**src/rtl/stream_arb_mux_pkg.sv**
```systemverilog
// Shared types and helpers for the stream_arb_mux channel multiplexer.
package stream_arb_mux_pkg;

   typedef enum logic {
      ARB_FIXED = 1'b0,
      ARB_RR    = 1'b1
   } arb_mode_e;

   typedef enum logic {
      LK_IDLE   = 1'b0,
      LK_LOCKED = 1'b1
   } lock_state_e;

   // Widest grant vector onehot2idx can decode.
   localparam int unsigned MAX_CH = 64;

   // Index of the set bit in a one-hot vector (0 when no bit is set).
   function automatic int unsigned onehot2idx(input logic [MAX_CH-1:0] oh);
      int unsigned idx;
      idx = 0;
      for (int unsigned i = 0; i < MAX_CH; i++) begin
         if (oh[i]) idx = i;
      end
      return idx;
   endfunction

endpackage

```
**src/rtl/stream_arb_mux_rr_arbiter.sv**
```systemverilog
// Combinational arbiter: fixed priority (search from channel 0) or
// round-robin (search from ptr, wrapping), via a double-width rotate-mask.
module rr_arbiter
   import stream_arb_mux_pkg::*;
#(
   parameter int NUM_CH = 4,
   parameter int CH_W   = 2
) (
   input  logic [NUM_CH-1:0] req,
   input  logic [CH_W-1:0]   ptr,
   input  arb_mode_e         mode,
   output logic [NUM_CH-1:0] grant,
   output logic [CH_W-1:0]   idx
);

   logic [2*NUM_CH-1:0] dbl;
   logic [2*NUM_CH-1:0] rot_dbl;
   logic [NUM_CH-1:0]   rot;
   logic [CH_W-1:0]     base;
   logic                found;
   int unsigned         pos;

   // Rotate requests so the search start sits at bit 0, take the first set
   // bit, then map the rotated position back to a channel number.
   always_comb begin
      base    = (mode == ARB_RR) ? ptr : '0;
      dbl     = {req, req};
      rot_dbl = dbl >> base;
      rot     = rot_dbl[NUM_CH-1:0];
      grant   = '0;
      found   = 1'b0;
      pos     = 0;
      for (int unsigned i = 0; i < NUM_CH; i++) begin
         if (!found && rot[i]) begin
            found = 1'b1;
            pos   = int'(base) + i;
            if (pos >= NUM_CH) pos = pos - NUM_CH;
            grant[pos] = 1'b1;
         end
      end
      idx = CH_W'(onehot2idx(MAX_CH'(grant)));
   end

endmodule

```
**src/rtl/stream_arb_mux.sv**
```systemverilog
// N-channel valid/ready stream multiplexer with a registered output stage.
// Optional packet lock (no interleaving within a packet): define
// STREAM_ARB_MUX_LOCK_EN. Default build arbitrates every beat independently.
module stream_arb_mux
   import stream_arb_mux_pkg::*;
#(
   parameter  int NUM_CH   = 4,
   parameter  int DATA_W   = 8,
   parameter  int ARB_MODE = 1,
   localparam int CH_W     = (NUM_CH > 1) ? $clog2(NUM_CH) : 1
) (
   input  logic                     clk,
   input  logic                     rst_n,
   input  logic [NUM_CH-1:0]        in_valid,
   input  logic [NUM_CH*DATA_W-1:0] in_data,
   input  logic [NUM_CH-1:0]        in_last,
   output logic [NUM_CH-1:0]        in_ready,
   input  logic                     sel_force_en,
   input  logic [CH_W-1:0]          sel_force,
   output logic                     out_valid,
   output logic [DATA_W-1:0]        out_data,
   output logic [CH_W-1:0]          out_ch,
   output logic                     out_last,
   input  logic                     out_ready
);

   localparam arb_mode_e MODE = (ARB_MODE == 0) ? ARB_FIXED : ARB_RR;

   logic                load_en;
   logic [CH_W-1:0]     ptr;
   logic [CH_W-1:0]     ptr_nxt;
   logic                ptr_adv;
   logic [NUM_CH-1:0]   arb_grant;
   logic [CH_W-1:0]     arb_idx;
   logic [NUM_CH-1:0]   force_grant;
   logic [NUM_CH-1:0]   sel_grant;
   logic [CH_W-1:0]     sel_idx;
   logic                use_arb;
   logic                accept;
   logic [DATA_W-1:0]   win_data;
   logic                win_last;

`ifdef STREAM_ARB_MUX_LOCK_EN
   lock_state_e         lk_state, lk_next;
   logic [CH_W-1:0]     lk_ch, lk_ch_next;
   logic                lk_arb, lk_arb_next;
`endif

   assign load_en = !out_valid || out_ready;

   rr_arbiter #(
      .NUM_CH (NUM_CH),
      .CH_W   (CH_W)
   ) u_arb (
      .req    (in_valid),
      .ptr    (ptr),
      .mode   (MODE),
      .grant  (arb_grant),
      .idx    (arb_idx)
   );

   // Forced channel: granted only if in range and valid.
   always_comb begin
      force_grant = '0;
      if (int'(sel_force) < NUM_CH) begin
         if (in_valid[sel_force]) force_grant[sel_force] = 1'b1;
      end
   end

   // Grant source: locked channel, then override, then arbiter.
   always_comb begin
      sel_grant = '0;
      sel_idx   = '0;
      use_arb   = 1'b0;
`ifdef STREAM_ARB_MUX_LOCK_EN
      if (lk_state == LK_LOCKED) begin
         if (in_valid[lk_ch]) sel_grant[lk_ch] = 1'b1;
         sel_idx = lk_ch;
      end else
`endif
      if (sel_force_en) begin
         sel_grant = force_grant;
         sel_idx   = sel_force;
      end else begin
         sel_grant = arb_grant;
         sel_idx   = arb_idx;
         use_arb   = 1'b1;
      end
   end

   assign in_ready = load_en ? sel_grant : '0;
   assign accept   = load_en && (|sel_grant);

   // AND-OR mux of the granted channel's payload (grant is one-hot).
   always_comb begin
      win_data = '0;
      win_last = 1'b0;
      for (int unsigned i = 0; i < NUM_CH; i++) begin
         if (sel_grant[i]) begin
            win_data = in_data[i*DATA_W +: DATA_W];
            win_last = in_last[i];
         end
      end
   end

   // Round-robin pointer advance: only for arbitrated beats (or packets).
   always_comb begin
      ptr_nxt = (int'(sel_idx) == NUM_CH - 1) ? '0 : sel_idx + 1'b1;
`ifdef STREAM_ARB_MUX_LOCK_EN
      ptr_adv = accept && win_last &&
                (use_arb || ((lk_state == LK_LOCKED) && lk_arb));
`else
      ptr_adv = accept && use_arb;
`endif
   end

   // Round-robin pointer register.
   always_ff @(posedge clk or negedge rst_n) begin
      if (!rst_n)       ptr <= '0;
      else if (ptr_adv) ptr <= ptr_nxt;
   end

   // Output stage: load on accept, clear when drained with nothing to load.
   always_ff @(posedge clk or negedge rst_n) begin
      if (!rst_n) begin
         out_valid <= 1'b0;
         out_data  <= '0;
         out_ch    <= '0;
         out_last  <= 1'b0;
      end else if (accept) begin
         out_valid <= 1'b1;
         out_data  <= win_data;
         out_ch    <= sel_idx;
         out_last  <= win_last;
      end else if (out_ready) begin
         out_valid <= 1'b0;
      end
   end

`ifdef STREAM_ARB_MUX_LOCK_EN
   // Lock state register.
   always_ff @(posedge clk or negedge rst_n) begin
      if (!rst_n) begin
         lk_state <= LK_IDLE;
         lk_ch    <= '0;
         lk_arb   <= 1'b0;
      end else begin
         lk_state <= lk_next;
         lk_ch    <= lk_ch_next;
         lk_arb   <= lk_arb_next;
      end
   end

   // Lock next-state: enter on a non-last beat, leave on the last beat.
   always_comb begin
      lk_next     = lk_state;
      lk_ch_next  = lk_ch;
      lk_arb_next = lk_arb;
      case (lk_state)
         LK_IDLE: begin
            if (accept && !win_last) begin
               lk_next     = LK_LOCKED;
               lk_ch_next  = sel_idx;
               lk_arb_next = use_arb;
            end
         end
         LK_LOCKED: begin
            if (accept && win_last) lk_next = LK_IDLE;
         end
         default: lk_next = LK_IDLE;
      endcase
   end
`endif

endmodule

```
**config.mk**
```make
export PLATFORM = sky130hd
export DESIGN_NAME = stream_arb_mux
export DESIGN_NICKNAME = d
export VERILOG_FILES = /design/src/rtl/stream_arb_mux_pkg.sv /design/src/rtl/stream_arb_mux_rr_arbiter.sv /design/src/rtl/stream_arb_mux.sv
export SDC_FILE = /design/constraint.sdc
export NUM_CORES = 1
export LEC_CHECK = 0
export ABC_CLOCK_PERIOD_IN_PS = 6200
export CORE_UTILIZATION = 30
export DETAILED_ROUTE_END_ITERATION = 6
export GPL_TIMING_DRIVEN = 0
export PLACE_DENSITY_LB_ADDON = 0.08
export SYNTH_ARGS = -nofsm -noshare
export SYNTH_HDL_FRONTEND = slang
export SYNTH_SLANG_ARGS = --single-unit
```
**constraint.sdc**
```tcl
create_clock -name clk -period 6.2 [get_ports clk]
set_input_delay 1.24 -clock clk [delete_from_list [all_inputs] [get_ports clk]]
set_output_delay 1.24 -clock clk [all_outputs]
set_load 0.02 [all_outputs]
```
; ---- After elaboration in Yosys (flattened, before gate mapping)
; Cells that the tools add are included.
[totals]
word_cells = 95
ff_bits = 14
[op_classes]
addsub = 8
bitwise_logic = 3
n_shift = 1
eq_ne = 1
order_cmp = 14
reduce_logical = 17
muxes = 46
[op_table]
columns = operator, count
row1 = 2-to-1 mux 32 bit, 8
row2 = "greater-or-equal comparator 32 x 1 -> 1 bit, second input constant", 4
row3 = "< comparator 32 x 3 -> 1 bit, second input constant", 4
row4 = "greater-or-equal comparator 32 x 3 -> 1 bit, second input constant", 3
row5 = "subtractor 32 x 3 -> 32 bit, second input constant", 3
row6 = 2-to-1 mux 8 bit, 4
row7 = 2-to-1 mux 4 bit, 7
row8 = 2-to-1 mux 1 bit, 17
row9 = bitwise OR 4 bit, 3
row10 = demux 1 bit (select 2 bit), 5
row11 = logical AND 1 bit, 10
row12 = 2-to-1 mux 2 bit, 4
row13 = >> shifter 8 x 2 -> 4 bit, 1
row14 = "adder 2 x 2 -> 3 bit, second input constant", 2
row15 = zero test 1 bit, 4
row16 = OR reduction 4 bit, 1
row17 = "subtractor 2 x 3 -> 4 bit, second input constant", 1
row18 = "adder 2 x 1 -> 3 bit, second input constant", 1
row19 = "greater-or-equal comparator 2 x 3 -> 1 bit, second input constant", 1
row20 = "< comparator 2 x 3 -> 1 bit, second input constant", 1
row21 = "adder 2 x 1 -> 2 bit, second input constant", 1
row22 = binary-select mux 1 bit (select 2 bit), 1
row23 = "== test 2 x 1 -> 1 bit, second input constant", 1
row24 = "greater-or-equal comparator 2 x 1 -> 1 bit, second input constant", 1
row25 = 2 further kinds, 2

; ---- Logic depth before layout (Yosys ltp)
; Gate-level depths: netlist (run 1).
[logic_depth]
depth_word = 23
ltp_mapped = 8
ltp_nobuf = 6

; ---- Cells and area by module
; A second synthesis (run 1) with hierarchy kept.
[unflattened]
hier_cells = 161
area_unflattened_um2 = 1412.6
[modules_own_cells]
columns = module, area_per_inst_um2, cells_each, instances
row1 = stream_arb_mux, 1247.4, 133, 1
row2 = rr_arbiter, 165.2, 28, 1

; ---- Worst setup path before layout (run 1)
; No wires, ideal clock.
[synth_path]
path_type = input-to-output
from = input in_valid[0]
to = output in_ready[2]
path_slack_ps = 2468
arrival_time_ps = 2492
cell_stages = 5
path_cell_list = or3_1 -> o31ai_1 -> o21a_1 -> clkbuf_1 -> and2_1
[synth_between]
elab_chain_cells = 13
elab_cells_between_ends = 22
classes_between = 1 x shift / 12 x mux / 3 x bitwise / 6 x reduce/logical
[synth_rtl]
columns = element, line_no
row1 = from (decl), stream_arb_mux.sv:14  ; input logic [NUM_CH-1:0] in_valid,
row2 = >> shifter 8 x 2 -> 4 bit, stream_arb_mux_rr_arbiter.sv:28  ; rot_dbl = dbl >> base;
row3 = 2-to-1 mux 1 bit, stream_arb_mux_rr_arbiter.sv:34  ; if (!found && rot[i]) begin
row4 = zero test 1 bit, stream_arb_mux_rr_arbiter.sv:34
row5 = logical AND 1 bit, stream_arb_mux_rr_arbiter.sv:34
row6 = 2-to-1 mux 1 bit, stream_arb_mux_rr_arbiter.sv:34
row7 = zero test 1 bit, stream_arb_mux_rr_arbiter.sv:34
row8 = logical AND 1 bit, stream_arb_mux_rr_arbiter.sv:34
row9 = 2-to-1 mux 1 bit, stream_arb_mux_rr_arbiter.sv:34
row10 = zero test 1 bit, stream_arb_mux_rr_arbiter.sv:34
row11 = logical AND 1 bit, stream_arb_mux_rr_arbiter.sv:34
row12 = 2-to-1 mux 4 bit, stream_arb_mux_rr_arbiter.sv:34
row13 = 2-to-1 mux 4 bit *, stream_arb_mux.sv:81  ; if (sel_force_en) begin
row14 = 2-to-1 mux 4 bit *, stream_arb_mux.sv:91  ; assign in_ready = load_en ? sel_grant : '0;
row15 = to (decl), stream_arb_mux.sv:17  ; output logic [NUM_CH-1:0] in_ready,
; Every way passes the cells marked *; elsewhere a longest branch is shown, timed or not. The select of a mux whose other input is x is not followed.

; ---- Worst setup path after layout (run 1)
[layout_path]
from = input sel_force_en
to = output in_ready[3]
[layout_between]
elab_chain_cells = 2
[layout_rtl]
columns = element, line_no
row1 = from (decl), stream_arb_mux.sv:18  ; input logic sel_force_en,
row2 = 2-to-1 mux 4 bit, stream_arb_mux.sv:81
row3 = 2-to-1 mux 4 bit, stream_arb_mux.sv:91
; Every way passes these cells.

==> results.sh, run 1 <==
export IMPL_outcome="finished, final reports clean"
export IMPL_cts_setup_buffers=0
export IMPL_rsz0062_at_grt="false"
export IMPL_grt_antenna_before_repair=0
export IMPL_cts_tree="built"
export IMPL_antenna_left=0
export IMPL_synth_async_reset_ratio=1.00
export IMPL_relSlewSlack=0.512
export IMPL_clkTransAtPathRegs_ns=0.08
export IMPL_synth_seq_area_share=0.335
export IMPL_grt_pass1_vias=1024
export IMPL_layout_nets=228
export IMPL_gp_congestion=0.900
export IMPL_clockBufferDepth=2
export IMPL_start_util=0.313
export IMPL_rows=21
export IMPL_syn_cell_area_um2=1040
export IMPL_timing_final_crit_share=0.820
export IMPL_postLayoutCellArea_um2=1740
export IMPL_cp_max_fo=10
export IMPL_fin_setup_tns_ns=0
export IMPL_final_hold_viol_count=0
export IMPL_io_pins=62
export IMPL_regToRegStartpoint="ptr[1]"
export IMPL_fp_dieW_um=61.0
export IMPL_grt_max_degree=15
export IMPL_cts_made_buffers=3
export IMPL_startpoint_type="input pin"
export IMPL_place_hpwl_um=2520
export IMPL_clock_latency_ns=0.27
export IMPL_r2r_cells=6
export IMPL_hold_path_class="reg -> reg"
export IMPL_slew_violations=0
export IMPL_peakVddDrop_mv=0.105
export IMPL_min_from="out_data[6]"
export IMPL_via_per_inst=5.09
export IMPL_vias=1151
export IMPL_synth_edff_count=0
export IMPL_crit_arrival_ns=3.85
export IMPL_placed_area_um2=1710
export IMPL_die_y_um=61.0
export IMPL_first_pass_iters=4
export IMPL_setup_viol=0
export IMPL_criticalPathCategory="in -> out"
export IMPL_ys_ff_latch=14
export IMPL_globalRouteOverflowTotal=0
export IMPL_grt_pass1_wl_um=4770
export IMPL_worstPathRequired_ns=4.96
export IMPL_drcViolationCount=0
export IMPL_cts_root_buf="clkbuf_4"
export IMPL_drt_total_wl_um=3210
export IMPL_area_growth_pct=66.1
export IMPL_postCtsHoldBufs=0
export IMPL_cp_end_kind="output port"
export IMPL_cts_htree_levels=1
export IMPL_utilization=0.520
export IMPL_syn_area_per_cell_um2=9.01
export IMPL_numPortBuffers=61
export IMPL_r2r_slack_ns=4.04
export IMPL_hold_end="out_data[6]"
export IMPL_yosys_warnings=0
export IMPL_worstHoldPathCells=2
export IMPL_worst_pin_slew_ns=0.727
export IMPL_grt_use_total=0.179
export IMPL_die_area_um2=3720
export IMPL_cts_sinks=14
export IMPL_drtIter0Drc=43
export IMPL_fillCellCount=335
export IMPL_p_leak_nw=0.704
export IMPL_fin_skew_ns=0.00274
export IMPL_fmax_mhz=197
export IMPL_core_region_area_um2=3340
export IMPL_drv_cap=0
export IMPL_ys_flop_type="dfrtp_1"
export IMPL_num_antenna_cells=0
export IMPL_p_per_area_nw_per_um2=324
export IMPL_syn_num_nets=162
export IMPL_drive_above_1_share=0.106
export IMPL_synth_cell_types=36
export IMPL_worstReg2RegEnd="out_ch[0]"
export IMPL_layout_min_cycle_time_ns=5.09
export IMPL_syn_inst=116
export IMPL_cts_repair_resized=0
export IMPL_wire_per_inst_um=14.2
-- flip-flops by register name (all words and copies together), names as in the netlist --
name	cells
ptr	2
out_last	1
out_ch	2
out_data	8
out_valid	1
-- per-layer routing --
metal	track usage	up-vias	part of all wire
li1	-	570	-
met1	0.237	529	0.45
met2	0.292	48	0.47
met3	0.0294	4	0.070
met4	0.0747	0	0.0087
met5	0	-	0
-- synth_stat cells (all sizes together), types with 4 or more instances --
| cell | number | share of area |
|---|---|---|
| a221oi | 9 | 0.075 |
| a2bb2oi | 9 | 0.075 |
| and2 | 4 | 0.024 |
| buf | 4 | 0.034 |
| clkbuf | 4 | 0.014 |
| dfrtp | 14 | 0.34 |
| inv | 4 | 0.014 |
| nand2 | 11 | 0.040 |
| nand2b | 4 | 0.024 |
| nor2 | 11 | 0.040 |
| o21ai | 16 | 0.11 |
-- worst max-delay path: stages --
cell and delay (ns):
clkdlybuf4s50_1 0.52, inv_1 0.15, o211ai_1 0.12, o21ai_0 0.54, clkbuf_1 0.47, and2_1 0.19
clkdlybuf4s50_1 0.60
-- final cells by class --
class,instances,area [µm²],area share
inverters,4,15.0,0.00865
well taps,46,57.6,0.0332
flip-flops and latches,14,350,0.202
clock buffers,3,22.5,0.0130
plain buffers,8,50.0,0.0288
repair buffers,61,611,0.352
multi-input cells,90,629,0.363
-- how the worst max path moves through the flow --
stage,depth (start not counted),startpoint,to,slack (ns)
final,7,sel_force_en,in_ready[3],1.11
after global routing,7,in_valid[1],in_ready[3],0.99
after CTS,7,in_valid[1],in_ready[3],1.14
after detailed placement,7,in_valid[1],in_ready[3],1.13
after global placement,7,in_valid[1],in_ready[3],1.08
after floorplan,5,in_valid[0],in_ready[2],2.47
-- kinds of logic after synthesis --
kind of cell / after synthesis / share of synthesized area
flip-flops: 14 / 0.335
AO/OA/AOI/OAI: 50 / 0.405
AND/OR/NAND/NOR: 38 / 0.175
buffers and inverters: 12 / 0.0623
multiplexers: 1 / 0.0144
XOR/XNOR: 1 / 0.00838
-- cells in the final DEF, fill, tap and decap left out, types with 2 or more instances in the layout --
cell / count
a21oi_1: 3
a221oi_1: 9
a2bb2oi_1: 9
and2_1: 4
buf_6: 2
clkbuf_1: 4
clkbuf_4: 3
clkdlybuf4s50_1: 61
dfrtp_1: 14
inv_1: 4
nand2_1: 11
nand2b_1: 4
nor2_1: 11
nor2b_1: 2
o21ai_0: 5
o21ai_1: 2
o21ai_2: 9
o31ai_1: 3
-- per-stage QoR --
step	power, W	instances	setup slack, ns	hold WS (ns)
2_1_floorplan	0.000371	116	2.47	0.586
3_3_place_gp	0.000512	223	1.08	0.460
3_5_place_dp	0.000517	223	1.13	0.465
4_1_cts	0.000568	226	1.14	0.484
5_1_grt	0.000607	226	0.990	0.512
6_report	0.000563	226	1.11	0.480
-- where the power goes --
group          leakage, nW  internal, W   total, W  switching (W)
combinational        0.516     0.000177   0.000355       0.000178
sequential           0.174     0.000131   0.000156      0.0000249
clock               0.0138    0.0000225  0.0000514      0.0000289
total                0.704     0.000331   0.000563       0.000232
No activity file was read; power rests on OpenSTA's default activity.
==> run 2: changes to the inputs <==
--- a/config.mk
+++ b/config.mk
@@ -5,7 +5,7 @@
 export SDC_FILE = /design/constraint.sdc
 export NUM_CORES = 1
 export LEC_CHECK = 0
-export ABC_CLOCK_PERIOD_IN_PS = 6200
+export ABC_CLOCK_PERIOD_IN_PS = 5100
 export CORE_UTILIZATION = 30
 export DETAILED_ROUTE_END_ITERATION = 6
 export GPL_TIMING_DRIVEN = 0
==> constraint.sdc (replaced) <==
create_clock -name clk -period 5.1 [get_ports clk]
set_input_delay 1.02 -clock clk [delete_from_list [all_inputs] [get_ports clk]]
set_output_delay 1.02 -clock clk [all_outputs]
set_load 0.02 [all_outputs]
==> results of run 2 <==
The final DEF is identical to that of run 1. Status: finished, final reports clean.
Main changes from that run: setup slack after placement 1.13 ns -> 0.472 ns; setup slack after layout 1.11 ns -> 0.453 ns; register-to-register setup slack 4.04 ns -> 2.94 ns; total power 0.000563 W -> 0.000684 W; worst IR drop on VDD 0.105 mV -> 0.128 mV
==> run 3: changes to the inputs <==
--- a/config.mk
+++ b/config.mk
@@ -6,7 +6,8 @@
 export NUM_CORES = 1
 export LEC_CHECK = 0
 export ABC_CLOCK_PERIOD_IN_PS = 5100
-export CORE_UTILIZATION = 30
+export CAP_MARGIN = 20
+export CORE_UTILIZATION = 37
 export DETAILED_ROUTE_END_ITERATION = 6
 export GPL_TIMING_DRIVEN = 0
 export PLACE_DENSITY_LB_ADDON = 0.08
==> run 3 against run 2 <==
Worst setup slack gained 0.15 ns. Via count grew 2.3%. Register-to-register slack is essentially flat. Hold slack is essentially flat. Fmax grew 3.3%. Global-route usage grew 3.7 points. Largest power group unchanged. Clock power shrank 4.5%. Cell count shrank 7.1%. Die area shrank 18%. First-iteration DRC count shrank 28%. Clock skew shrank 0.0010 ns. Critical path type unchanged.
==> results.sh, run 3 (same netlist as run 1, synthesis figures left out) <==
export IMPL_grt_antenna_before_repair=0
export IMPL_area_growth_pct=64.2
export IMPL_largest_reg_flops=8
export IMPL_die_y_um=55.1
export IMPL_layout_nets=228
export IMPL_cts_root_buf="clkbuf_4"
export IMPL_cts_htree_levels=1
export IMPL_slowest_stage="clkdlybuf4s50_1"
export IMPL_cp_end_kind="output port"
export IMPL_fin_skew_ns=0.00174
export IMPL_die_area_um2=3040
export IMPL_cts_repair_resized=0
export IMPL_worst_pin_slew_ns=0.597
export IMPL_dpl_cell_count=207
export IMPL_outcome="finished, final reports clean"
export IMPL_drive_above_1_share=0.106
export IMPL_rows=18
export IMPL_start_util=0.407
export IMPL_fmax_mhz=222
export IMPL_vias=1178
export IMPL_grt_use_total=0.217
export IMPL_fin_setup_tns_ns=0
export IMPL_reg_largest_list="out_data (8), out_ch (2), ptr (2)"
export IMPL_met3_length_um=282
export IMPL_grt_pass1_vias=1054
export IMPL_rsz0062_at_grt="false"
export IMPL_place_hpwl_um=2550
export IMPL_gp_congestion=0.854
export IMPL_top_layer="met4"
export IMPL_layout_min_cycle_time_ns=4.50
export IMPL_drtIter0Drc=31
export IMPL_crit_buf_inv=3
export IMPL_startpoint_type="input pin"
export IMPL_clock_latency_ns=0.27
export IMPL_p_per_area_nw_per_um2=398
export IMPL_io_pins=62
export IMPL_layout_cells_non_filler=210
export IMPL_cts_made_buffers=3
export IMPL_cts_setup_buffers=0
export IMPL_numPortBuffers=61
export IMPL_slew_violations=0
export IMPL_cts_tree="built"
export IMPL_worstHoldPathCells=2
export IMPL_relSlewSlack=0.601
export IMPL_postCtsHoldBufs=0
export IMPL_crit_family="buffers and inverters"
export IMPL_cp_slowest_stage_delay_ns=0.61
export IMPL_final_common_cell="clkdlybuf4s50_1"
export IMPL_clockBufferDepth=2
export IMPL_drcViolationCount=0
export IMPL_cp_common_cell="clkdlybuf4s50_1"
export IMPL_path_cells="clkdlybuf4s50_1 > nor2_1 > o211ai_1 > o21ai_0 > clkbuf_1 > and2_1 > clkdlybuf4s50_1"
export IMPL_clkTransAtPathRegs_ns=0.07
export IMPL_timing_final_crit_share=0.882
export IMPL_p_leak_nw=0.704
export IMPL_final_cell_mix="clkdlybuf4s50_1 (61), dfrtp_1 (14), nor2_1 (11), nand2_1 (11)"
export IMPL_fillCellCount=228
export IMPL_wire_per_inst_um=14.6
export IMPL_globalRouteOverflowTotal=0
export IMPL_grt_max_degree=15
export IMPL_via_per_inst=5.61
export IMPL_setup_viol=0
export IMPL_core_region_area_um2=2570
export IMPL_drv_cap=0
export IMPL_hold_path_class="reg -> reg"
export IMPL_wl_met1_um=1320
export IMPL_antenna_left=0
export IMPL_num_antenna_cells=0
export IMPL_worstPathRequired_ns=4.08
export IMPL_first_pass_iters=5
export IMPL_peakVddDrop_mv=0.302
export IMPL_cp_max_fo=10
export IMPL_final_hold_viol_count=0
export IMPL_criticalPathCategory="in -> out"
export IMPL_r2r_cells=8
export IMPL_crit_cells=7
export IMPL_grt_pass1_wl_um=4610
export IMPL_top_register="out_data"
export IMPL_drt_total_wl_um=3070
export IMPL_dr_wl_met2_um=1370
export IMPL_fp_dieW_um=55.1
export IMPL_crit_arrival_ns=3.48
export IMPL_cts_sinks=14
run 3: cell counts in the layout (fill, tap and decap cells not counted):
Identical to the previous run, type by type.
run 3: final cells by class:
| type | instances | area (µm²) | share of cell area |
|---|---|---|---|
| Timing Repair Buffer | 61 | 611 | 0.356 |
| Sequential cell | 14 | 350 | 0.204 |
| Tap cell | 30 | 37.5 | 0.0219 |
| Multi-Input combinational cell | 90 | 629 | 0.367 |
| Buffer | 8 | 50.0 | 0.0292 |
| Inverter | 4 | 15.0 | 0.00875 |
| Clock buffer | 3 | 22.5 | 0.0131 |
run 3: metrics by stage:
stage          worst slack, ns  power [W]  hold WS [ns]  cell area (µm²)  utilization
4_1_cts                  0.597   0.000686         0.483             1720        0.668
3_3_place_gp             0.665   0.000610         0.460             1690        0.659
6_report                 0.604   0.000683         0.480             1720        0.668
3_5_place_dp             0.611   0.000626         0.466             1690        0.659
5_1_grt                  0.448   0.000731         0.508             1720        0.668
2_1_floorplan             1.81   0.000451         0.586             1040            -
run 3: path summary, 6_finish.rpt:
check                               to  slack (ns)         from
max                        in_ready[3]        0.60  in_valid[2]
min                        out_data[4]        0.48  out_data[4]
max reg2reg                out_data[6]        2.95       ptr[1]
min reg2reg                out_data[4]        0.48  out_data[4]
max in group asynchronous  out_data[4]        3.59        rst_n
min in group asynchronous       ptr[1]        1.12        rst_n
run 3: tightest hold or removal path, delay by kind of cell, from the launching register on:
kind | cells | cell delay, ns
flops | 1 | 0.35
simple gates | 1 | 0.06
compound gates | 1 | 0.04
run 3: layer usage:
layer  track usage  vias to the layer above
li1              -                      570
met1         0.280                      536
met2         0.329                       63
met3        0.0437                        9
met4         0.129                        0
met5             0                        -
run 3: where the power goes:
group          switching, W  internal (W)  total [W]
clock network     0.0000323     0.0000274  0.0000597
registers         0.0000322      0.000159   0.000192
logic              0.000215      0.000216   0.000431
total              0.000280      0.000403   0.000683
